[src/rtl/pipeline_pkg.sv]
// Shared definitions for the compositor: overlay mode encodings and RGB565 field layout.
package pipeline_pkg;

    typedef enum logic [1:0] {
        MODE_BG_ONLY = 2'd0,
        MODE_OVERLAY = 2'd1,
        MODE_CHROMA  = 2'd2,
        MODE_BLEND   = 2'd3
    } overlay_mode_e;

    localparam int unsigned RGB_R_W   = 5;
    localparam int unsigned RGB_G_W   = 6;
    localparam int unsigned RGB_B_W   = 5;
    localparam int unsigned RGB_R_OFF = 11;
    localparam int unsigned RGB_G_OFF = 5;
    localparam int unsigned RGB_B_OFF = 0;

endpackage

[src/rtl/pixel_fifo.sv]
// Synchronous first-word-fall-through FIFO; a push at full is accepted only with a same-cycle pop.
module pixel_fifo #(
    parameter int unsigned WIDTH = 16,
    parameter int unsigned DEPTH = 8
) (
    input  logic             clk,
    input  logic             rst_n,
    input  logic             i_push,
    input  logic             i_pop,
    input  logic [WIDTH-1:0] i_data,
    output logic [WIDTH-1:0] o_data,
    output logic             o_empty,
    output logic             o_full
);

    localparam int unsigned AW = $clog2(DEPTH);

    logic [WIDTH-1:0] r_mem [DEPTH];
    logic [AW-1:0]    r_wr;
    logic [AW-1:0]    r_rd;
    logic [AW:0]      r_count;
    logic             w_do_push;
    logic             w_do_pop;

    assign o_empty   = (r_count == '0);
    assign o_full    = (r_count == (AW+1)'(DEPTH));
    assign w_do_pop  = i_pop && !o_empty;
    assign w_do_push = i_push && (!o_full || w_do_pop);
    assign o_data    = r_mem[r_rd];

    always_ff @(posedge clk or negedge rst_n) begin
        if (!rst_n) begin
            r_wr    <= '0;
            r_rd    <= '0;
            r_count <= '0;
        end else begin
            if (w_do_push) r_wr <= r_wr + 1'b1;
            if (w_do_pop)  r_rd <= r_rd + 1'b1;
            case ({w_do_push, w_do_pop})
                2'b10:   r_count <= r_count + 1'b1;
                2'b01:   r_count <= r_count - 1'b1;
                default: r_count <= r_count;
            endcase
        end
    end

    always_ff @(posedge clk) begin
        if (w_do_push) r_mem[r_wr] <= i_data;
    end

endmodule

[src/rtl/compositor_pipeline.sv]
// Overlay compositor: maps bg pixels into fg space, requests fg data, and merges the two in input order.
module compositor_pipeline
    import pipeline_pkg::*;
#(
    parameter int unsigned PRECISION              = 12,
    parameter int unsigned RESOLUTION_X           = 1920,
    parameter int unsigned RESOLUTION_Y           = 1080,
    parameter int unsigned TRANSPARENCY_PRECISION = 3,
    parameter int unsigned FIFO_DEPTH             = 8
) (
    input  logic                                clk,
    input  logic                                rst_n,
    input  logic [PRECISION-1:0]                pixel_x,
    input  logic [PRECISION-1:0]                pixel_y,
    input  logic [15:0]                         bg_pixel_in,
    input  logic                                bg_pixel_ready,
    output logic signed [PRECISION:0]           fg_pixel_request_x,
    output logic signed [PRECISION:0]           fg_pixel_request_y,
    output logic                                fg_pixel_request_active,
    input  logic [15:0]                         fg_pixel_in,
    input  logic                                fg_pixel_ready,
    output logic [15:0]                         pixel_out,
    output logic [PRECISION-1:0]                pixel_x_out,
    output logic [PRECISION-1:0]                pixel_y_out,
    output logic                                pixel_ready_out,
    output logic                                overflow,
    input  logic [1:0]                          ctrl_overlay_mode,
    input  logic [1:0]                          ctrl_fg_scale,
    input  logic signed [PRECISION:0]           ctrl_fg_offset_x,
    input  logic signed [PRECISION:0]           ctrl_fg_offset_y,
    input  logic [TRANSPARENCY_PRECISION-1:0]   ctrl_fg_transparency,
    input  logic [PRECISION-1:0]                ctrl_fg_clip_left,
    input  logic [PRECISION-1:0]                ctrl_fg_clip_right,
    input  logic [PRECISION-1:0]                ctrl_fg_clip_top,
    input  logic [PRECISION-1:0]                ctrl_fg_clip_bottom,
    input  logic [15:0]                         ctrl_green_screen_filter
);

    localparam int unsigned TP = TRANSPARENCY_PRECISION;
    localparam int unsigned EW = 16 + 2*PRECISION + 2 + TP + 1;
    localparam int unsigned CW = $clog2(FIFO_DEPTH) + 2;

    // Per-channel weighted mix; channels are blended separately so no carry crosses fields.
    function automatic logic [5:0] blend_ch(input logic [5:0] f, input logic [5:0] b,
                                            input logic [TP-1:0] t);
        logic [TP:0]   wf;
        logic [TP+6:0] acc;
        wf  = {1'b1, {TP{1'b0}}} - {1'b0, t};
        acc = (TP+7)'(f) * (TP+7)'(wf) + (TP+7)'(b) * (TP+7)'(t);
        return 6'(acc >> TP);
    endfunction

    logic signed [PRECISION:0]   w_dx, w_dy, w_rel_x, w_rel_y;
    logic [PRECISION+1:0]        w_res_x, w_res_y;
    logic signed [PRECISION+1:0] w_lim_x, w_lim_y, w_relx_ext, w_rely_ext;
    logic                        w_vis_x, w_vis_y, w_needs_fg;
    logic                        w_pix_push, w_pix_empty, w_pix_full, w_req;
    logic                        w_fg_accept, w_fg_push, w_fg_empty, w_fg_full, w_fg_pop;
    logic                        w_pop;
    logic [EW-1:0]               w_pix_din, w_pix_dout;
    logic [15:0]                 w_fg_dout;
    logic [15:0]                 w_h_bg;
    logic [PRECISION-1:0]        w_h_x, w_h_y;
    logic [1:0]                  w_h_mode;
    logic [TP-1:0]               w_h_t;
    logic                        w_h_nf;
    logic [15:0]                 w_blend, w_result;

    logic [CW-1:0]               r_outstanding;
    logic                        r_req_active;
    logic signed [PRECISION:0]   r_req_x, r_req_y;
    logic [15:0]                 r_pixel_out;
    logic [PRECISION-1:0]        r_x_out, r_y_out;
    logic                        r_ready_out;
    logic                        r_overflow;

    assign w_dx    = $signed({1'b0, pixel_x}) - ctrl_fg_offset_x;
    assign w_dy    = $signed({1'b0, pixel_y}) - ctrl_fg_offset_y;
    assign w_rel_x = w_dx >>> ctrl_fg_scale;
    assign w_rel_y = w_dy >>> ctrl_fg_scale;

    assign w_res_x    = (PRECISION+2)'(RESOLUTION_X) >> ctrl_fg_scale;
    assign w_res_y    = (PRECISION+2)'(RESOLUTION_Y) >> ctrl_fg_scale;
    assign w_lim_x    = $signed(w_res_x) - $signed({2'b00, ctrl_fg_clip_right});
    assign w_lim_y    = $signed(w_res_y) - $signed({2'b00, ctrl_fg_clip_bottom});
    assign w_relx_ext = {w_rel_x[PRECISION], w_rel_x};
    assign w_rely_ext = {w_rel_y[PRECISION], w_rel_y};

    assign w_vis_x = !w_rel_x[PRECISION]
                  && (w_relx_ext >= $signed({2'b00, ctrl_fg_clip_left}))
                  && (w_relx_ext < w_lim_x);
    assign w_vis_y = !w_rel_y[PRECISION]
                  && (w_rely_ext >= $signed({2'b00, ctrl_fg_clip_top}))
                  && (w_rely_ext < w_lim_y);
    assign w_needs_fg = w_vis_x && w_vis_y && (ctrl_overlay_mode != MODE_BG_ONLY);

    assign {w_h_bg, w_h_x, w_h_y, w_h_mode, w_h_t, w_h_nf} = w_pix_dout;

    assign w_pop       = !w_pix_empty && (!w_h_nf || !w_fg_empty);
    assign w_fg_pop    = w_pop && w_h_nf;
    assign w_pix_push  = bg_pixel_ready && (!w_pix_full || w_pop);
    assign w_req       = w_pix_push && w_needs_fg;
    assign w_fg_accept = fg_pixel_ready && (r_outstanding != '0);
    assign w_fg_push   = w_fg_accept && (!w_fg_full || w_fg_pop);

    assign w_pix_din = {bg_pixel_in, pixel_x, pixel_y, ctrl_overlay_mode,
                        ctrl_fg_transparency, w_needs_fg};

    pixel_fifo #(.WIDTH(EW), .DEPTH(FIFO_DEPTH)) u_pix_fifo (
        .clk     (clk),
        .rst_n   (rst_n),
        .i_push  (w_pix_push),
        .i_pop   (w_pop),
        .i_data  (w_pix_din),
        .o_data  (w_pix_dout),
        .o_empty (w_pix_empty),
        .o_full  (w_pix_full)
    );

    pixel_fifo #(.WIDTH(16), .DEPTH(FIFO_DEPTH)) u_fg_fifo (
        .clk     (clk),
        .rst_n   (rst_n),
        .i_push  (w_fg_push),
        .i_pop   (w_fg_pop),
        .i_data  (fg_pixel_in),
        .o_data  (w_fg_dout),
        .o_empty (w_fg_empty),
        .o_full  (w_fg_full)
    );

    assign w_blend = {5'(blend_ch({1'b0, w_fg_dout[RGB_R_OFF +: RGB_R_W]},
                                  {1'b0, w_h_bg[RGB_R_OFF +: RGB_R_W]}, w_h_t)),
                      6'(blend_ch(w_fg_dout[RGB_G_OFF +: RGB_G_W],
                                  w_h_bg[RGB_G_OFF +: RGB_G_W], w_h_t)),
                      5'(blend_ch({1'b0, w_fg_dout[RGB_B_OFF +: RGB_B_W]},
                                  {1'b0, w_h_bg[RGB_B_OFF +: RGB_B_W]}, w_h_t))};

    always_comb begin
        w_result = w_h_bg;
        if (w_h_nf) begin
            case (overlay_mode_e'(w_h_mode))
                MODE_BG_ONLY: w_result = w_h_bg;
                MODE_OVERLAY: w_result = w_fg_dout;
                MODE_CHROMA:  w_result = (w_fg_dout == ctrl_green_screen_filter) ? w_h_bg : w_fg_dout;
                MODE_BLEND:   w_result = w_blend;
                default:      w_result = w_h_bg;
            endcase
        end
    end

    always_ff @(posedge clk or negedge rst_n) begin
        if (!rst_n) begin
            r_outstanding <= '0;
            r_req_active  <= 1'b0;
            r_req_x       <= '0;
            r_req_y       <= '0;
            r_pixel_out   <= '0;
            r_x_out       <= '0;
            r_y_out       <= '0;
            r_ready_out   <= 1'b0;
            r_overflow    <= 1'b0;
        end else begin
            r_outstanding <= r_outstanding + CW'(w_req) - CW'(w_fg_accept);
            r_req_active  <= w_req;
            if (w_req) begin
                r_req_x <= w_rel_x;
                r_req_y <= w_rel_y;
            end
            r_ready_out <= w_pop;
            if (w_pop) begin
                r_pixel_out <= w_result;
                r_x_out     <= w_h_x;
                r_y_out     <= w_h_y;
            end
            if ((bg_pixel_ready && !w_pix_push) || (w_fg_accept && !w_fg_push))
                r_overflow <= 1'b1;
        end
    end

    assign fg_pixel_request_active = r_req_active;
    assign fg_pixel_request_x      = r_req_x;
    assign fg_pixel_request_y      = r_req_y;
    assign pixel_out               = r_pixel_out;
    assign pixel_x_out             = r_x_out;
    assign pixel_y_out             = r_y_out;
    assign pixel_ready_out         = r_ready_out;
    assign overflow                = r_overflow;

endmodule

[config.mk]
export PLATFORM = sky130hd
export DESIGN_NAME = compositor_pipeline
export DESIGN_NICKNAME = d
export VERILOG_FILES = /design/src/rtl/pipeline_pkg.sv /design/src/rtl/pixel_fifo.sv /design/src/rtl/compositor_pipeline.sv
export SDC_FILE = /design/constraint.sdc
export NUM_CORES = 1
export LEC_CHECK = 0
export CAP_MARGIN = 20
export CORE_UTILIZATION = 35
export DETAILED_ROUTE_END_ITERATION = 10
export PLACE_DENSITY = 0.62
export SLEW_MARGIN = 30
export SYNTH_ARGS = -nofsm -noshare
export SYNTH_HDL_FRONTEND = slang
export SYNTH_SLANG_ARGS = --single-unit
export TNS_END_PERCENT = 5
[constraint.sdc]
create_clock -name clk -period 6.07 [get_ports clk]
set_clock_uncertainty 0.2 [all_clocks]
set_input_delay 0.9105 -clock clk [delete_from_list [all_inputs] [get_ports clk]]
set_output_delay 0.9105 -clock clk [all_outputs]
set_load 0.05 [all_outputs]
==> impl_metrics.tcl <==
set metrics [dict create \
    vias 19500 \
    cp-end-kind "flip-flop" \
    initial_utilization 0.354 \
    htreeDepth 3 \
    grt_pass1_vias 20700 \
    setup.worst_path.class "reg2reg" \
    die_y_microns 296 \
    die_w_microns 296 \
    required_ns 6.35 \
    outcome "finished clean" \
    drv_cap 0 \
    routabilityCongestion 0.903 \
    drc 0 \
    synth_commonest_cells "edfxtp_1 (496), inv_1 (172), nand2_1 (165)" \
    hold_viol 0 \
    ys_seq_elements 590 \
    synth_cell_type_count 90 \
    async_flop_share 0.159 \
    final_nets 3021 \
    wl_per_cell_microns 21.2 \
    crit_fanout 7 \
    port_buffers 225 \
    cts_hold_buf 0 \
    critPathLaunchType "flip-flop" \
    core-area_sq_um 85300 \
    worst_slew_pin_slew_ns 0.853 \
    drt_first_pass_iters 5 \
    drt_iter0_drc 1288 \
    boundaryPins 226 \
    clock-sinks 590 \
    synthesis.nets 2494 \
    ys.flop_type "edfxtp_1" \
    cts_tree "built" \
    num_rows 107 \
    grt_pass1_wl_mm 123 \
    n_antenna_cell 0 \
    finalCritPeriodShare 0.987 \
    antenna_found_initial 8 \
    final_layout_size_suffix_gt1_frac 0.259 \
    area_growth_pct 28.0 \
    synth.top_cell.area_share 0.493 \
    ant_nets 0 \
    dpl.hpwl_mm 58.0 \
    grt_overflow 0 \
    synthTopCellsByArea "edfxtp_1 (49%), dfrtp_1 (7.8%), mux4_2 (7.8%)" \
    setup_viol 0 \
    finalMaxSlewViolations 0 \
    wl_mm 81.6 \
    synth_area_per_cell_sq_um 14.2 \
    layout_setup_ws_ns 0.0776 \
    post-route-min-period_ns 5.99 \
    fmax_ghz 0.167 \
    synth.most_common_cell "edfxtp_1" \
    slew_headroom 0.432 \
    postPlaceCellArea_sq_um 35900 \
    synth_edf_count 496 \
    min_path_type "in2async" \
    crit_arrival_ns 6.27 \
    synth.largest_area_cell "edfxtp_1" \
    die_area_sq_um 87400 \
    grt_max_degree 57 \
    pre_cts_slack_ns -0.862 \
    cts_root_buf "clkbuf_16" \
    gr-usage-all-layers 0.188 \
    yosysSeqAreaShare 0.571 \
    synth_area_sq_um 30200 \
    avgViaCountPerCell 5.07 \
    clockBufferDepth 3 \
    numCtsBuffers 66 \
    rsz0062_at_grt "yes" \
    ys.warnings.count 0 \
    final_area_sq_um 38700 \
    syn-instance-count 2125 \
    clkLatencyLatePin_ns 0.60 \
    path_clk_slew_ns 0.07 \
]
-- timing repair --
action	in CTS	in global routing
buffers inserted	11	6
setup endpoints to repair	15	39
pin swaps	48	50
gates resized for setup	39	62
-- logic make-up (layout without fill, tap and decap cells) --
family,count (synthesis),in the layout,share of synthesized area
muxes,244,244,0.130
buffers and inverters,246,825,0.0339
and+or+nand+nor,454,454,0.0712
adders and majority gates,212,212,0.103
AOI/OAI and AO/OA,296,296,0.0666
xor gates and xnor gates,83,83,0.0241
DFF,590,590,0.571
-- metal layers --
metal / wire length, microns / global-route usage
met5: 93 / 0
met4: 2250 / 0.0620
met3: 5050 / 0.0399
met2: 41400 / 0.332
met1: 32800 / 0.227
-- state kept, by name, indices dropped and copies added, names as in the netlist, 5 cells and up --
register            flops
fg_pixel_request_x     13
fg_pixel_request_y     13
pixel_out              16
pixel_x_out            12
pixel_y_out            12
r_outstanding           5
u_fg_fifo.r_mem       128
u_pix_fifo.r_mem      368
-- critical path: stages, from the launching register on --
cell and delay [ns]:
dfrtp_4 0.50, mux4_2 0.51, mux2_4 0.34, buf_6 0.13
or3_4 0.36, or2_4 0.26, fa_2 0.44, fa_1 0.52
inv_2 0.04, fa_1 0.48, inv_1 0.05, fa_1 0.51
inv_2 0.05, ha_4 0.22, a21oi_2 0.18, o31ai_4 0.11
a211oi_2 0.35, xnor2_1 0.20, o21ai_1 0.11, o32ai_1 0.25
nor2_1 0.07
-- layout make-up --
| class | count | area, sq um |
|---|---|---|
| Clock buffer | 81 | 1800 |
| Clock inverter | 39 | 337 |
| Fill cell | 7578 | 46600 |
| Inverter | 174 | 662 |
| Multi-Input combinational cell | 1289 | 12500 |
| Sequential cell | 590 | 17300 |
| Tap cell | 1144 | 1430 |
| Timing Repair Buffer | 531 | 4660 |
-- placed cells by master (no fill, tap or decap), drive strengths merged, types with 18 or more instances in the layout --
cell,count
a21oi,64
dfrtp,94
clkbuf,81
nor2,110
xnor2,57
nand2b,18
mux4,104
nor3,42
nand2,165
buf,307
and2,22
inv,173
nand3,25
mux2,60
mux2i,80
o21ai,70
ha,150
clkinv,33
edfxtp,496
xor2,26
a22oi,19
fa,62
clkdlybuf4s50,213
-- stage by stage --
step | hold WS, ns | std cells | util | setup TNS, ns
after global routing | 0.00859 | 3848 | 0.453 | -0.839
after CTS | 0.242 | 3841 | 0.449 | -0.437
after detailed placement | 0.271 | 3710 | 0.421 | -16.01
after floorplan | 0.264 | 2125 | - | -0.137
final | 0.00420 | 3848 | 0.453 | 0
after global placement | 0.267 | 3710 | 0.421 | -9.37
-- path summary, 6_finish.rpt --
| path | start | cells after the start | slack (ns) | end |
|---|---|---|---|---|
| min in group clk | pixel_y_out[7] | 2 | 0.28 | pixel_y_out[7] |
| setup reg to reg | u_pix_fifo.r_rd[1] | 20 | 0.08 | pixel_out[15] |
| setup / recovery | u_pix_fifo.r_rd[1] | 20 | 0.08 | pixel_out[15] |
| hold / removal | rst_n | 1 | 0.004 | pixel_ready_out |
| hold reg to reg | pixel_y_out[7] | 2 | 0.28 | pixel_y_out[7] |
| max in group asynchronous | rst_n | 3 | 4.45 | fg_pixel_request_x[10] |
Power is left out: the tool's default activity adds up to more than one toggle a clock period on the data nets, which glitch-free logic cannot reach.
